$ cat config.mk
export PLATFORM = sky130hd
export DESIGN_NAME = vga_cmd_fifo
export DESIGN_NICKNAME = d
export VERILOG_FILES = /design/src/rtl/vga_cmd_fifo.sv
export SDC_FILE = /design/constraint.sdc
export NUM_CORES = 1
export LEC_CHECK = 0
export BUFFER_PORTS_ARGS = -buffer_cell sky130_fd_sc_hd__clkbuf_2
export CAP_MARGIN = 20
export CORE_MARGIN = 2
export CORE_UTILIZATION = 45
export DETAILED_ROUTE_END_ITERATION = 7
export PLACE_DENSITY = 0.72
export SYNTH_ARGS = -nofsm -noshare
export SYNTH_HDL_FRONTEND = slang
export SYNTH_SLANG_ARGS = --single-unit
$ cat constraint.sdc
create_clock -name clk -period 5.02 [get_ports clk]
set_input_delay 1.004 -clock clk [delete_from_list [all_inputs] [get_ports clk]]
set_output_delay 1.004 -clock clk [all_outputs]
set_load 0.01 [all_outputs]
$ cat src/rtl/vga_cmd_fifo.sv
// vga_cmd_fifo: CPU-written command queue feeding the vga AXI-stream command port.
// Define VGA_CMD_FIFO_DROPS_EN to build the saturating drop counter at address 2.
module vga_cmd_fifo #(
   parameter int DEPTH = 16,
   parameter int LW    = $clog2(DEPTH) + 1
) (
   input  logic        clk,
   input  logic        reset_n_i,
   input  logic        sel_i,
   input  logic        wr_en_i,
   input  logic [1:0]  address_in_i,
   input  logic [31:0] data_in_i,
   output logic [31:0] data_out_o,
   output logic        cmd_axis_tvalid_o,
   input  logic        cmd_axis_tready_i,
   output logic [31:0] cmd_axis_tdata_o
);
   localparam int AW = $clog2(DEPTH);
   logic [31:0]   mem [DEPTH];
   logic [AW-1:0] rd_ptr, wr_ptr, rd_ptr_n, wr_ptr_n;
   logic [LW-1:0] level, level_n;
   logic          overflow, full, empty, wr, rd, data_wr, flush, clr_ovf, push, pop, drop, bypass;
   logic [31:0]   status, rd_data, tdata_n, drops;
   assign wr      = sel_i && wr_en_i;
   assign rd      = sel_i && !wr_en_i;
   assign full    = level == LW'(DEPTH);
   assign empty   = level == '0;
   assign data_wr = wr && address_in_i == 2'd0;
   assign flush   = wr && address_in_i == 2'd1 && data_in_i[0];
   assign clr_ovf = wr && address_in_i == 2'd1 && data_in_i[1];
   assign push    = data_wr && !full && !flush;
   assign drop    = data_wr && full && !flush;
   assign pop     = cmd_axis_tvalid_o && cmd_axis_tready_i && !flush;
   assign level_n  = flush ? '0 : level + LW'(push) - LW'(pop);
   assign rd_ptr_n = flush ? '0 : rd_ptr + AW'(pop);
   assign wr_ptr_n = flush ? '0 : wr_ptr + AW'(push);
   // A push into an otherwise empty queue goes straight to the output register.
   assign bypass  = push && (level - LW'(pop)) == '0;
   assign tdata_n = bypass ? data_in_i : level_n != '0 ? mem[rd_ptr_n] : cmd_axis_tdata_o;
   always_comb begin
      status         = '0;
      status[LW-1:0] = level;
      status[16]     = empty;
      status[17]     = full;
      status[18]     = overflow;
      rd_data        = address_in_i == 2'd1 ? status : address_in_i == 2'd2 ? drops : '0;
   end
`ifdef VGA_CMD_FIFO_DROPS_EN
   always_ff @(posedge clk or negedge reset_n_i)
      if (!reset_n_i)
         drops <= '0;
      else if (wr && address_in_i == 2'd2)
         drops <= '0;
      else if (drop && drops != '1)
         drops <= drops + 32'd1;
`else
   assign drops = '0;
`endif
   always_ff @(posedge clk)
      if (push)
         mem[wr_ptr] <= data_in_i;
   always_ff @(posedge clk or negedge reset_n_i)
      if (!reset_n_i) begin
         rd_ptr            <= '0;
         wr_ptr            <= '0;
         level             <= '0;
         overflow          <= 1'b0;
         cmd_axis_tvalid_o <= 1'b0;
         cmd_axis_tdata_o  <= '0;
         data_out_o        <= '0;
      end else begin
         rd_ptr            <= rd_ptr_n;
         wr_ptr            <= wr_ptr_n;
         level             <= level_n;
         overflow          <= drop || (overflow && !clr_ovf);
         cmd_axis_tvalid_o <= level_n != '0;
         cmd_axis_tdata_o  <= tdata_n;
         if (rd)
            data_out_o <= rd_data;
      end
endmodule

Word level (Yosys, flattened, before mapping)
Memories as Yosys holds them, arrays and structs flattened.
Cells that the tools add are included.
- equality and inequality tests: 2
- multiplexer cells: 8
- add/subtract/negate cells: 5
- reductions and logical operators: 24
- operators by type and width (cell ; number):
    two-way mux 32 bit ; 2
    two-way mux 19 bit ; 1
    logical AND 1 bit ; 14
    logical NOT 5 bit ; 2
    subtractor 5 x 1 -> 5 bit ; 2
    adder 4 x 1 -> 4 bit ; 2
    two-way mux 4 bit ; 2
    adder 5 x 1 -> 5 bit ; 1
    equality test 5 bit, second input constant ; 1
    two-way mux 5 bit ; 1
    nonzero test 5 bit ; 1
    logical NOT 1 bit ; 4
    equality test 2 x 1 -> 1 bit, second input constant ; 1
    logical NOT 2 bit ; 1
    two-way mux 1 bit ; 2
    nonzero test 2 bit ; 1
    logical OR 1 bit ; 1
- memories kept: 1
- word-level logic and storage cells: 47
- bits of input ports: 39
- bits in writable memories: 512
- output and inout port bits: 65
- register bits: 79
- memories (memory ; depth ; width ; read ports ; clocked after memory_dff ; write ports ; RTL line ; source):
    mem ; 16 ; 32 ; 1 ; 0 ; 1 ; 19 ; logic [31:0] mem [DEPTH];

Longest topological paths before layout
- word-level depth: 11
- depth in mapped cells: 18
- depth with buffers taken out: 16

Least setup slack after synthesis
No wires, ideal clock.
- path kind: input to register
- start: input port sel_i
- end: memory mem[0][0], enable pin
- path slack: -717 ps
- arrival time: 5225 ps
- path buffers: 1
- cell stages on the path: 6
- data required time: 4507 ps
- setup time: 513 ps
- cell sequence: nand2_1 -> or2_1 -> or3_1 -> clkbuf_1 -> nor2_1 -> nor4b_1
- cells in the longest elaborated chain, start to end: 7
- elaborated cells on any way between the ends: 9
- those cells by class: mux: 2; reduce/logical: 7
- ends and longest elaborated chain (element ; RTL line ; source):
    start, declared ; 9 ; input logic sel_i,
    logical AND 1 bit (*) ; 24 ; assign wr = sel_i && wr_en_i;
    logical AND 1 bit (2 in a row) ; 29 ; assign flush = wr && address_in_i == 2'd1 && data_in_i[0];
    logical NOT 1 bit ; 31 ; assign push = data_wr && !full && !flush;
    logical AND 1 bit (*) ; 31 ;
    two-way mux 1 bit (*) ; 60 ; if (push)
    two-way mux 1 bit (not written as such) (*) ; 61 ; mem[wr_ptr] <= data_in_i;
    end, declared ; 19 ;
Every way passes the cells marked *; elsewhere a longest branch is shown, timed or not.

Worst setup path in the final report
- start: register level[2]
- end: register cmd_axis_tdata_o[17]
- cells in the longest elaborated chain, start to end: 9
- elaborated cells on any way between the ends: 13
- those cells by class: add/sub: 3; eq/ne: 1; mux: 2; reduce/logical: 7
- ends and longest elaborated chain (element ; RTL line ; source):
    start, declared ; 21 ; logic [LW-1:0] level, level_n;
    start signal, assigned ; 74 ; level <= level_n;
    equality test 5 bit ; 26 ; assign full = level == LW'(DEPTH);
    logical NOT 1 bit ; 31 ;
    logical AND 1 bit (2 in a row) ; 31 ;
    adder 5 x 1 -> 5 bit ; 34 ; assign level_n = flush ? '0 : level + LW'(push) - LW'(pop);
    subtractor 5 x 1 -> 5 bit ; 34 ;
    two-way mux 5 bit ; 34 ;
    nonzero test 5 bit ; 39 ; assign tdata_n = bypass ? data_in_i : level_n != '0 ? mem[rd_ptr_n] : cmd_axis_tdata_o;
    nonzero test 2 bit (no source line) ; -- ;
    end signal, assigned ; 77 ; cmd_axis_tdata_o <= tdata_n;
    end, declared ; 16 ; output logic [31:0] cmd_axis_tdata_o
Parallel ways exist; a longest one is shown, timed or not.
A chain may end at the register's enable or synchronous reset.

==> impl_metrics.yaml <==
clocking:
  cts_buffers: 55
  cts-root-buf: "clkbuf_16"
  htreeDepth: 2
  clk_latency_ns: 0.61
  cts_tree: "yes"
  post-cts-setup-buffers: 0
  cts.sinks: 567
  clk_pin_slew_worst_paths_ns: 0.06
  cts_hold_buf: 0
  clk_path_buf_depth: 3
  cts_resized: 0
yosys:
  synthMuxAreaShare: 0.08536
  netlist_area_um2: 23190
  ys_types: 49
  yosysMostFrequentCell: "edfxtp_1"
  netlist.area_leader.share: 0.6630
  yosys.area.top_type: "edfxtp_1"
  ys_ff_latch: 567
  synthAdderAreaFrac: 0.007877
  syn_area_per_cell_um2: 15.18
  yosys-top-cells-area: "edfxtp_1 (66%), dfrtp_1 (5.9%), mux4_2 (5.3%)"
  yosysSeqAreaShare: 0.7223
  ys_top_cells_by_count: "edfxtp_1 (512), o21ai_0 (161), nand2_1 (155)"
  synth-simple-area-share: 0.06766
  synthFlopType: "edfxtp_1"
  synth_xor_area_frac: 0.003021
  synth-edff-count: 512
  postSynthCellCount: 1528
  ys_warn_count: 0
  synth_top_family_by_area: "multiplexers"
  synth_compound_area_frac: 0.08395
  ys_async_sr_fraction: 0.09700
die:
  io_pins: 104
  fp.dieArea_um2: 53370
  row_count: 83
  start_util: 0.4539
  die_w_um: 231.0
  fp.dieH_um: 231.0
  core-area_um2: 51090
sta:
  postLayoutSetupSlackWorst_ns: 0.5781
  maxSlewViolCount: 0
  relSlewSlack: 0.3727
  setup-tns-final_ns: 0
  hold_slack_ns: 0.4860
  fin_crit_ns: 4.442
  fin_crit_sh: 0.8848
  clock_skew_ns: 0.01787
  worst_slew_pin_slew_ns: 0.9409
  setup_viol: 0
  finalHoldViolCount: 0
  max_freq_ghz: 0.2251
  rsz0062_at_grt: "false"
drt:
  wl_per_cell_um: 24.61
  vias: 13900
  ant_nets: 0
  drtIter0Drc: 1640
  drc: 0
  avgViaCountPerCell: 5.961
  wirelength_mm: 57.36
  firstDrtPassIters: 5
setup_path:
  slowest_delay_ns: 0.47
  cp.arrival_ns: 4.97
  required_ns: 5.54
  regToRegStartpoint: "level[2]"
  critPathCaptureType: "flip-flop"
  crit_path_frequent_cell: "inv_1"
  worst_path_max_delay_cell: "or3_1"
  startpoint_type: "flip-flop"
  path_max_fanout: 33
  crit_path_start: "level[2]"
  cp_top_family: "simple AND/OR/NAND/NOR gates"
  crit_chain: "inv_1 -> ha_1 -> and4_1 -> or3_1 -> ha_1 -> inv_1 -> ha_1 -> inv_1 -> fa_1 -> or3_1 -> and4_1 -> o211ai_1 -> o21ai_4 -> inv_1 -> buf_4 -> o21ai_0 -> o21ai_1"
  path_buf_inv: 5
  critPathKind: "reg -> reg"
worst_hold_path:
  min_path_type: "reg -> reg"
  min-delay-start: "data_out_o[16]"
layout:
  drive_gt1_frac: 0.1842
  syn2layout_area_growth_pct: 13.89
  nets: 1657
  fin_area_um2: 26410
job:
  maxCapViolations: 0
power_and_ir_drop:
  power_density_nw_per_um2: 597.7
  vdd_drop_max_mv: 0.6000
  p_leak_nw: 8.957
  power.total_mw: 15.79
global_route:
  grt-busiest-layer: "met2"
  grt_antenna_before_repair: 1
  grt_pass1_wl_mm: 85.80
  use_met3: 0.04294
  use_met2: 0.3460
  met1_usage: 0.2893
  grt_max_degree: 80
  grt_pass1_vias: 13910
  overflow: 0
  grtUsageTotal: 0.2169
place:
  port_buffers: 79
  place_area_um2: 24520
  dp_slack_ns: 0.2012
  gp_congestion: 0.7822
  hpwl_mm: 30.34
run_status:
  status: "finished, final reports clean"
==> worst register-to-register path, stage by stage, from the launching register on <==
cell	delay [ns]
dfrtp_1	0.40
inv_1	0.12
ha_1	0.23
and4_1	0.23
or3_1	0.47
ha_1	0.35
inv_1	0.06
ha_1	0.16
inv_1	0.06
fa_1	0.41
or3_1	0.40
and4_1	0.20
o211ai_1	0.27
o21ai_4	0.10
inv_1	0.08
buf_4	0.44
o21ai_0	0.20
o21ai_1	0.18
==> kinds of logic (layout without fill, tap and decap cells) <==
kind of cell / count (synthesis) / in the layout
other: 1 / 25
and+or+nand+nor: 341 / 341
adders and majority gates: 14 / 14
AOI/OAI and AO/OA: 325 / 325
buffers and inverters: 144 / 243
DFF: 567 / 567
muxes: 128 / 128
xor gates and xnor gates: 8 / 8
==> power by group <==
part	switching, mW	internal (mW)
sequential	0.263	5.42
clock	1.72	2.56
combinational	3.48	2.34
total	5.46	10.3
==> path summary, 6_finish.rpt <==
check                                       end  slack [ns]  cells past startpoint
hold / removal                   data_out_o[16]        0.49                      2
min in group asynchronous  cmd_axis_tdata_o[26]        0.63                      2
hold reg to reg                  data_out_o[16]        0.49                      2
setup reg to reg           cmd_axis_tdata_o[17]        0.58                     17
setup / recovery           cmd_axis_tdata_o[17]        0.58                     17
max in group asynchronous   cmd_axis_tdata_o[6]        3.78                      2
==> state kept, by name (all words and copies together), names as in the netlist <==
| register | count |
|---|---|
| cmd_axis_tvalid_o | 1 |
| rd_ptr | 4 |
| mem | 512 |
| overflow | 1 |
| level | 5 |
| data_out_o | 8 |
| wr_ptr | 4 |
| cmd_axis_tdata_o | 32 |
==> cell usage in the layout (no fill, tap or decap), types with 6 or more instances in the layout <==
master / netlist / layout
mux2_2: 8 / 8
a311oi_1: 19 / 19
ha_1: 13 / 11
o21ai_1: 31 / 30
a22o_1: 7 / 7
clkbuf_2: 0 / 78
nand2b_1: 7 / 7
nand3_1: 6 / 6
clkbuf_8: 0 / 12
a21oi_1: 45 / 44
edfxtp_1: 512 / 512
mux2i_1: 65 / 65
mux4_2: 55 / 55
a32oi_1: 23 / 23
nor3_1: 67 / 64
nor2_1: 41 / 32
nor2b_1: 41 / 41
a221oi_1: 30 / 30
dfrtp_1: 55 / 55
nor2_4: 0 / 9
o21ai_0: 161 / 161
conb_1: 1 / 24
buf_12: 0 / 7
nand2_1: 155 / 154
clkinv_2: 0 / 7
bufinv_16: 0 / 7
clkbuf_1: 66 / 16
buf_4: 24 / 41
inv_1: 12 / 11
clkbuf_16: 0 / 55
==> through the flow <==
stage | instances | utilization
global route | 2331 | 0.5169
finish | 2331 | 0.5169
detailed placement | 2227 | 0.4798
CTS | 2330 | 0.5168
global placement | 2227 | 0.4798
floorplan | 1551 | -
==> final cells by class <==
cell class	instances	area (µm²)
fillers	4111	24680
flip-flops and latches	567	16750
multi-input cells	840	6022
clock buffers	83	1602
well taps	680	850.8
repair buffers	127	843.3
clock inverters	20	290.3
inverters	13	48.80
diodes	1	2.502
==> metal layers <==
layer | vias to the layer above | wire (µm)
li1 | 6001 | -
met1 | 6981 | 22440
met2 | 752 | 27010
met3 | 162 | 5447
met4 | 0 | 2465
met5 | - | 0
No activity file was read; power rests on OpenSTA's default activity.
